--- src/rtl/fetch_ifid_stage_if.sv ---
// Bundle between the fetch stage, instruction memory, hazard detector and decode.
// master = fetch stage side, slave = everything around it.
interface fetch_ifid_stage_if;
  logic        PCWrite;
  logic        IF_IDWrite;
  logic        Branch_taken;
  logic [31:0] Branch_target;
  logic        imem_req;
  logic [31:0] imem_addr;
  logic [31:0] imem_rdata;
  logic        imem_ack;
  logic [31:0] IF_ID_Instr;
  logic [31:0] IF_ID_PC4;
  logic        IF_ID_Valid;
  logic [4:0]  IF_ID_Rs;
  logic [4:0]  IF_ID_Rt;

  modport master (
    input  PCWrite, IF_IDWrite, Branch_taken, Branch_target, imem_rdata, imem_ack,
    output imem_req, imem_addr, IF_ID_Instr, IF_ID_PC4, IF_ID_Valid, IF_ID_Rs, IF_ID_Rt
  );

  modport slave (
    output PCWrite, IF_IDWrite, Branch_taken, Branch_target, imem_rdata, imem_ack,
    input  imem_req, imem_addr, IF_ID_Instr, IF_ID_PC4, IF_ID_Valid, IF_ID_Rs, IF_ID_Rt
  );
endinterface

--- src/rtl/fetch_ifid_stage.sv ---
// Instruction fetch with req/ack memory handshake and IF/ID register.
// HOLD parks a word fetched during a stall; DRAIN retires a request made stale by a redirect.
module fetch_ifid_stage #(
  parameter logic [31:0] RESET_PC  = 32'h0000_0000,
  parameter logic [31:0] NOP_INSTR = 32'h0000_0000
) (
  input logic clk,
  input logic reset,
  fetch_ifid_stage_if.master bus
);
  typedef enum logic [1:0] {S_REQ, S_HOLD, S_DRAIN} state_t;

  state_t      r_state;
  logic [31:0] r_pc, r_instr, r_pc4, r_hold_instr, r_hold_pc4, r_redir;
  logic        r_valid;
  logic [31:0] w_target, w_pc4;
  logic        w_go;

  assign w_target = bus.Branch_target & ~32'h3;
  assign w_pc4    = r_pc + 32'd4;
  assign w_go     = bus.PCWrite & bus.IF_IDWrite;

  assign bus.imem_req    = (r_state != S_HOLD) & ~reset;
  assign bus.imem_addr   = r_pc;
  assign bus.IF_ID_Instr = r_instr;
  assign bus.IF_ID_PC4   = r_pc4;
  assign bus.IF_ID_Valid = r_valid;
  assign bus.IF_ID_Rs    = r_instr[25:21];
  assign bus.IF_ID_Rt    = r_instr[20:16];

  always_ff @(posedge clk) begin
    if (reset) begin
      r_state      <= S_REQ;
      r_pc         <= RESET_PC;
      r_instr      <= NOP_INSTR;
      r_pc4        <= 32'h0;
      r_valid      <= 1'b0;
      r_hold_instr <= 32'h0;
      r_hold_pc4   <= 32'h0;
      r_redir      <= 32'h0;
    end else begin
      case (r_state)
        S_REQ: begin
          if (bus.Branch_taken) begin
            r_instr <= NOP_INSTR;
            r_valid <= 1'b0;
            if (bus.imem_ack) begin
              r_pc <= w_target;
            end else begin
              // request already on the bus must finish before redirecting
              r_redir <= w_target;
              r_state <= S_DRAIN;
            end
          end else if (bus.imem_ack) begin
            if (w_go) begin
              r_instr <= bus.imem_rdata;
              r_pc4   <= w_pc4;
              r_valid <= 1'b1;
              r_pc    <= w_pc4;
            end else begin
              r_hold_instr <= bus.imem_rdata;
              r_hold_pc4   <= w_pc4;
              r_state      <= S_HOLD;
            end
          end else if (bus.IF_IDWrite) begin
            r_instr <= NOP_INSTR;
            r_valid <= 1'b0;
          end
        end
        S_HOLD: begin
          if (bus.Branch_taken) begin
            r_pc    <= w_target;
            r_instr <= NOP_INSTR;
            r_valid <= 1'b0;
            r_state <= S_REQ;
          end else if (w_go) begin
            r_instr <= r_hold_instr;
            r_pc4   <= r_hold_pc4;
            r_valid <= 1'b1;
            r_pc    <= w_pc4;
            r_state <= S_REQ;
          end
        end
        S_DRAIN: begin
          r_instr <= NOP_INSTR;
          r_valid <= 1'b0;
          if (bus.imem_ack) begin
            r_pc    <= bus.Branch_taken ? w_target : r_redir;
            r_state <= S_REQ;
          end else if (bus.Branch_taken) begin
            r_redir <= w_target;
          end
        end
        default: r_state <= S_REQ;
      endcase
    end
  end
endmodule
--- src/flat_wrapper.sv ---
// flat-port wrapper written by rule: the top's interface ports become plain ports
module fetch_ifid_stage_flat 
#(
  parameter logic [31:0] RESET_PC  = 32'h0000_0000,
  parameter logic [31:0] NOP_INSTR = 32'h0000_0000
)
  (clk, reset, bus_PCWrite, bus_IF_IDWrite, bus_Branch_taken, bus_Branch_target, bus_imem_rdata, bus_imem_ack, bus_imem_req, bus_imem_addr, bus_IF_ID_Instr, bus_IF_ID_PC4, bus_IF_ID_Valid, bus_IF_ID_Rs, bus_IF_ID_Rt);
  fetch_ifid_stage_if bus_i ();
  input logic clk;
  input logic reset;
  input wire logic [$bits(bus_i.PCWrite)-1:0] bus_PCWrite;
  input wire logic [$bits(bus_i.IF_IDWrite)-1:0] bus_IF_IDWrite;
  input wire logic [$bits(bus_i.Branch_taken)-1:0] bus_Branch_taken;
  input wire logic [$bits(bus_i.Branch_target)-1:0] bus_Branch_target;
  input wire logic [$bits(bus_i.imem_rdata)-1:0] bus_imem_rdata;
  input wire logic [$bits(bus_i.imem_ack)-1:0] bus_imem_ack;
  output wire logic [$bits(bus_i.imem_req)-1:0] bus_imem_req;
  output wire logic [$bits(bus_i.imem_addr)-1:0] bus_imem_addr;
  output wire logic [$bits(bus_i.IF_ID_Instr)-1:0] bus_IF_ID_Instr;
  output wire logic [$bits(bus_i.IF_ID_PC4)-1:0] bus_IF_ID_PC4;
  output wire logic [$bits(bus_i.IF_ID_Valid)-1:0] bus_IF_ID_Valid;
  output wire logic [$bits(bus_i.IF_ID_Rs)-1:0] bus_IF_ID_Rs;
  output wire logic [$bits(bus_i.IF_ID_Rt)-1:0] bus_IF_ID_Rt;
  assign bus_i.PCWrite = bus_PCWrite;
  assign bus_i.IF_IDWrite = bus_IF_IDWrite;
  assign bus_i.Branch_taken = bus_Branch_taken;
  assign bus_i.Branch_target = bus_Branch_target;
  assign bus_i.imem_rdata = bus_imem_rdata;
  assign bus_i.imem_ack = bus_imem_ack;
  assign bus_imem_req = bus_i.imem_req;
  assign bus_imem_addr = bus_i.imem_addr;
  assign bus_IF_ID_Instr = bus_i.IF_ID_Instr;
  assign bus_IF_ID_PC4 = bus_i.IF_ID_PC4;
  assign bus_IF_ID_Valid = bus_i.IF_ID_Valid;
  assign bus_IF_ID_Rs = bus_i.IF_ID_Rs;
  assign bus_IF_ID_Rt = bus_i.IF_ID_Rt;
  fetch_ifid_stage #(.RESET_PC(RESET_PC), .NOP_INSTR(NOP_INSTR)) u_core (.clk(clk), .reset(reset), .bus(bus_i));
endmodule
--- config.mk ---
export PLATFORM = sky130hd
export DESIGN_NAME = fetch_ifid_stage_flat
export DESIGN_NICKNAME = d
export VERILOG_FILES = /design/src/rtl/fetch_ifid_stage_if.sv /design/src/rtl/fetch_ifid_stage.sv /design/src/flat_wrapper.sv
export SDC_FILE = /design/constraint.sdc
export NUM_CORES = 1
export LEC_CHECK = 0
export BUFFER_PORTS_ARGS = -buffer_cell sky130_fd_sc_hd__clkbuf_2
export CAP_MARGIN = 10
export CORE_UTILIZATION = 57
export CTS_BUF_LIST = sky130_fd_sc_hd__clkbuf_16
export DETAILED_ROUTE_END_ITERATION = 12
export PLACE_DENSITY = 0.82
export SLEW_MARGIN = 20
export SYNTH_ARGS = -nofsm -noshare
export SYNTH_HDL_FRONTEND = slang
export SYNTH_SLANG_ARGS = --single-unit
--- constraint.sdc ---
create_clock -name clk -period 4.8 [get_ports clk]
set_input_delay 0.24 -clock clk [delete_from_list [all_inputs] [get_ports clk]]
set_output_delay 0.24 -clock clk [all_outputs]
set_load 0.1 [all_outputs]
* Word level (Yosys, flattened, before mapping)
Index checks and enable logic that the tools add are counted.
Cells by class: add/subtract/negate cells 1, eq/ne operators 18, reductions and logical operators 11, bitwise operators 5, multiplexer cells 39
Operator list (count):
- $mux W32 | 21
- $pmux W32 S3 | 2
- $pmux W32 S2 | 2
- $add A32 B3 Y32 const B | 1
- $mux W2 | 7
- $ne A2 B2 Y1 const B | 7
- $reduce_and A4 Y1 | 3
- $ne A3 B3 Y1 const B | 3
- $ne A2 B1 Y1 const B | 3
- $pmux W2 S3 | 1
- $reduce_and A6 Y1 | 1
- $mux W1 | 5
- $reduce_and A5 Y1 | 1
- $ne A4 B3 Y1 const B | 1
- $ne A4 B4 Y1 const B | 1
- $reduce_bool A2 Y1 | 2
- $ne A3 B2 Y1 const B | 1
- $not A1 Y1 | 3
- $pmux W1 S3 | 1
- $reduce_and A3 Y1 | 1
- $reduce_bool A3 Y1 | 1
- $and A1 B1 Y1 | 2
- $eq A2 B1 Y1 const B | 1
- $eq A2 B2 Y1 const B | 1
- other kinds (2) | 2
Word-level totals: logic and storage cells 82, bits of input ports 70, output and inout port bits 108, flip-flop bits (word level) 195

* Longest topological paths before layout
depth after elaboration 5, mapped depth 10, depth with buffers taken out 7

* Least setup slack after synthesis
No wires, ideal clock.
path kind register -> register, from register u_core.r_state[1], to register u_core.r_pc4[27], in the netlist u_core.bus.IF_ID_PC4[27], setup time 0.078 ns, required time 4.722 ns, period minus slack after synthesis 2.836 ns, stages on the path, launching flop included 8, buffers on the path 2, arrival 2.758 ns, path slack 1.964 ns, cells stage by stage dfxtp_1 inv_1 ha_1 clkbuf_1 clkbuf_1 nor2_1 nand2_1 o21ai_0
Between the ends: word-level cells in the longest chain between the ends 3, elaborated cells on any way between the ends 10, those cells by class eq/ne: 6; mux: 1; reduce/logical: 3
Ends and longest elaborated chain:
- from (decl) | line fetch_ifid_stage.sv:13 | state_t r_state;
- from (signal assigned) | line fetch_ifid_stage.sv:33 | r_state <= S_REQ;
- from (signal assigned) | line fetch_ifid_stage.sv:52 | r_state <= S_DRAIN;
- from (signal assigned) | line fetch_ifid_stage.sv:63 | r_state <= S_HOLD;
- $eq A2 B1 Y1 or $logic_not A2 Y1 (tied branches) | line fetch_ifid_stage.sv:42 | case (r_state)
- $ne A2 B1 Y1 (no source line), or another cell as far along
- $reduce_and A6 Y1 (no source line)
- to (signal assigned) | line fetch_ifid_stage.sv:57 | r_pc4 <= w_pc4;
- to (signal assigned) | line fetch_ifid_stage.sv:78 | r_pc4 <= r_hold_pc4;
- to (decl) | line fetch_ifid_stage.sv:14 | logic [31:0] r_pc, r_instr, r_pc4, r_hold_instr, r_hold_pc4, r_redir;
Several ways; a longest one is shown, not always the timed one. A chain may end at the register's enable or synchronous reset.

* Worst setup path in the final report
from register u_core.r_state[0], to register u_core.r_pc[28], in the netlist u_core.bus.imem_addr[28]
Between the ends: word-level cells in the longest chain between the ends 3, elaborated cells on any way between the ends 8, those cells by class eq/ne: 4; mux: 1; reduce/logical: 3
Ends and longest elaborated chain:
- $eq A2 B2 Y1, or another cell as far along | line fetch_ifid_stage.sv:42
- $ne A2 B2 Y1 (no source line) or $reduce_bool A3 Y1 (tied branches)
- $reduce_and A3 Y1 (no source line)
- to (signal assigned) | line fetch_ifid_stage.sv:48 | r_pc <= w_target;
- to (signal assigned) | line fetch_ifid_stage.sv:59 | r_pc <= w_pc4;
- to (signal assigned) | line fetch_ifid_stage.sv:72 | r_pc <= w_target;
- to (decl) | line fetch_ifid_stage.sv:14
Several ways; a longest one is shown, not always the timed one.

==> reports/qor.csv <==
metric,value,unit
# port buffers,175,
gpl congestion,0.966,
Num Clock Sinks,195,
"Req. time, crit path",5.12,ns
largest net degree at the start of global routing,95,
final setup margin,1.47,ns
RSZ-0062 raised after global routing,no,
Syn Area/Cell,7.71,um^2
drt initial violations,960,
outcome,"complete, no violations",
vias in the first global route,7636,
CP peak stage delay,0.92,ns
fin. max-slew vios,0,
post-DR vias/cell,5.97,
CTS Buf Count,17,
number of flops mapped to enable cells by yosys,0,
vias post-DR,8951,
Yosys cell types,58,
final cycle utilization of the critical path,0.694,
# rows,45,
first drt pass iteration count,5,
H-tree depth,4,
WL/cell,16.8,um
synth warn,0,
final non-filler cell total,1500,
first-pass GRT wire length,39.6,mm
"Primary FF master, synth",dfxtp_1,
post-cts sizing count,0,
CP Max Fanout,36,
"CTS clk-pin slew, worst paths",0.07,ns
Cells after Synth,1178,
DIE HEIGHT,128,um
synthesis-to-layout area growth,14.8,%
Global Route Usage Sum,0.307,
CTS Root Cell,clkbuf_16,
sequential element share of the synthesized area,0.430,
endpoints failing hold,0,
total gr overflow,0,
Placeable Area,0.0154,mm^2
maximum VDD drop,295,uV
critical-path cell list,inv_1 > ha_1 > buf_4 > nor2_1 > a211o_1 > o21ai_0 > o31a_1,
"FFs w/ async S/R, synth",0,
syn nets,1253,
Worst Path Arrival,3.66,ns
die footprint,0.0164,mm^2
relative slew slack,0.253,
number of synthesized register bits,195,
Post-DRT Antenna Nets,0,
pre-CTS setup slack,1.55,ns
"Setup Fix Bufs, Post-CTS",0,
Worst Tran Pin Value,1.12,ns
# IOs,178,
fmax,300,MHz
post-placement cell area,0.00988,mm^2
Synth Cell Area,0.00908,mm^2
CTS tree,done,
antenna diode count,0,
max-cap violations,0,
DIE WIDTH,128,um
hold buffers post-CTS,0,
initial core utilization,0.591,
fin nets,1352,
HPWL Detailed,16.3,mm
total power,4.10,mW
Detailed Route WL,25.1,mm
clk_lat worst skew,0.44,ns
"commonest cells after routing, fill and taps aside","229 x nand2_1, 195 x dfxtp_1, 174 x clkbuf_2",
cell count after placement,1469,
final setup TNS,0,ns
Crit-path slowest cell,a211o_1,
min-delay worst type,input port to register,
clk_skew,0.00957,ns
Static Leak,3.93,nW
CP Capture Type,register,
critical path type,register to register,
top post-synthesis cells by area,"dfxtp_1 43%, nand2_1 9.5%, a21oi_1 9.1%, clkbuf_1 3.7%, o21ai_0 3.1%",
clk buf depth,2,
pwr/cell area,393,mW/mm^2
DRC,0,
initial antenna violation count,0,
Final Setup Violations,0,
Final min period,3.33,ns
startpoint type of the worst setup path,register,
"most common cell after layout, fill and taps aside",nand2_1,
Finished Cell Area,0.0104,mm^2
fraction of layout cells with a size suffix above 1,0.186,
top cell type's share of synthesized area,0.430,
"area leader, netlist",dfxtp_1,
==> Yosys cell counts (2+ instances only) <==
| library cell | n |
|---|---|
| a21oi_1 | 165 |
| or3_1 | 37 |
| o41ai_1 | 2 |
| a211oi_1 | 22 |
| and2_1 | 2 |
| dfxtp_1 | 195 |
| a32oi_1 | 2 |
| o31a_1 | 10 |
| clkbuf_1 | 89 |
| a31oi_1 | 14 |
| and4_1 | 4 |
| nand3_1 | 30 |
| buf_4 | 12 |
| nor3_1 | 40 |
| buf_2 | 7 |
| o21ai_0 | 56 |
| o21a_1 | 3 |
| o211ai_1 | 15 |
| a22oi_1 | 33 |
| nor2b_1 | 2 |
| a21o_1 | 5 |
| clkinv_1 | 3 |
| xor2_1 | 6 |
| nor2_1 | 66 |
| buf_6 | 2 |
| nand2_1 | 229 |
| inv_1 | 12 |
| xnor2_1 | 12 |
| and3_1 | 13 |
| nor4_1 | 13 |
| o32ai_1 | 6 |
| nand4_1 | 8 |
| o31ai_1 | 4 |
| ha_1 | 5 |
| mux2i_1 | 15 |
| a21boi_0 | 4 |
| or2_2 | 2 |
| nand2b_1 | 12 |
| nor3b_1 | 2 |
==> kinds of logic after synthesis <==
| family | count (synthesis) | share of synthesized area |
|---|---|---|
| compound gates | 352 | 0.233 |
| xor+xnor | 18 | 0.0174 |
| fa+ha+maj | 5 | 0.00689 |
| buf+inv | 127 | 0.0602 |
| flops | 195 | 0.430 |
| mux | 15 | 0.0165 |
| simple gates | 466 | 0.236 |
==> worst max-delay path: cells and delay by family, from the launching register on <==
kind | cells | cell delay (ns)
buffers and inverters | 2 | 0.32
adder cells (fa/ha/maj) | 1 | 0.20
AND/OR/NAND/NOR | 1 | 0.88
flip-flops | 1 | 0.36
AO/OA/AOI/OAI | 3 | 1.46
==> cell type report <==
cell class              instances  area, um^2
clock inverters                14         109
fillers                      1291        4950
multi-input cells             856        4650
flip-flops and latches        195        3900
clock buffers                  17         425
inverters                      15        56.3
repair buffers                192        1010
well taps                     211         264
==> flip-flops by register name, summed over array words and instances, names as in the netlist <==
name / cells
u_core.bus.IF_ID_Instr: 32
u_core.bus.IF_ID_PC4: 32
u_core.bus.imem_addr: 32
u_core.r_hold_instr: 32
u_core.r_hold_pc4: 32
u_core.r_redir: 32
u_core.r_state: 2
u_core.bus.IF_ID_Valid: 1
==> power breakdown <==
part | leakage, nW | switching [mW] | internal, mW
registers | 1.59 | 0.0931 | 1.72
logic | 2.10 | 0.754 | 0.226
clock network | 0.241 | 0.642 | 0.663
==> final timing paths <==
path,slack (ns),start,cells past startpoint,endpoint
setup / recovery,1.47,u_core.r_state[0],7,u_core.bus.imem_addr[28]
hold / removal,0.03,bus_imem_rdata[15],3,u_core.r_hold_instr[15]
setup reg to reg,1.47,u_core.r_state[0],7,u_core.bus.imem_addr[28]
hold reg to reg,0.45,u_core.bus.IF_ID_PC4[9],2,u_core.bus.IF_ID_PC4[9]
==> per-stage QoR <==
stage	util	hold slack [ns]
after floorplan	-	0.376
after global placement	0.643	0.437
after detailed placement	0.643	0.444
after CTS	0.678	0.0201
after global routing	0.678	0.0214
final	0.678	0.0303
==> per-layer routing <==
metal	global-route usage	up-vias	part of all wire
met4	0.108	0	0.025
met5	0	-	0
li1	-	4333	-
met1	0.430	4136	0.44
met3	0.0906	46	0.10
met2	0.445	436	0.44
Power figures use the tool's default switching activity.
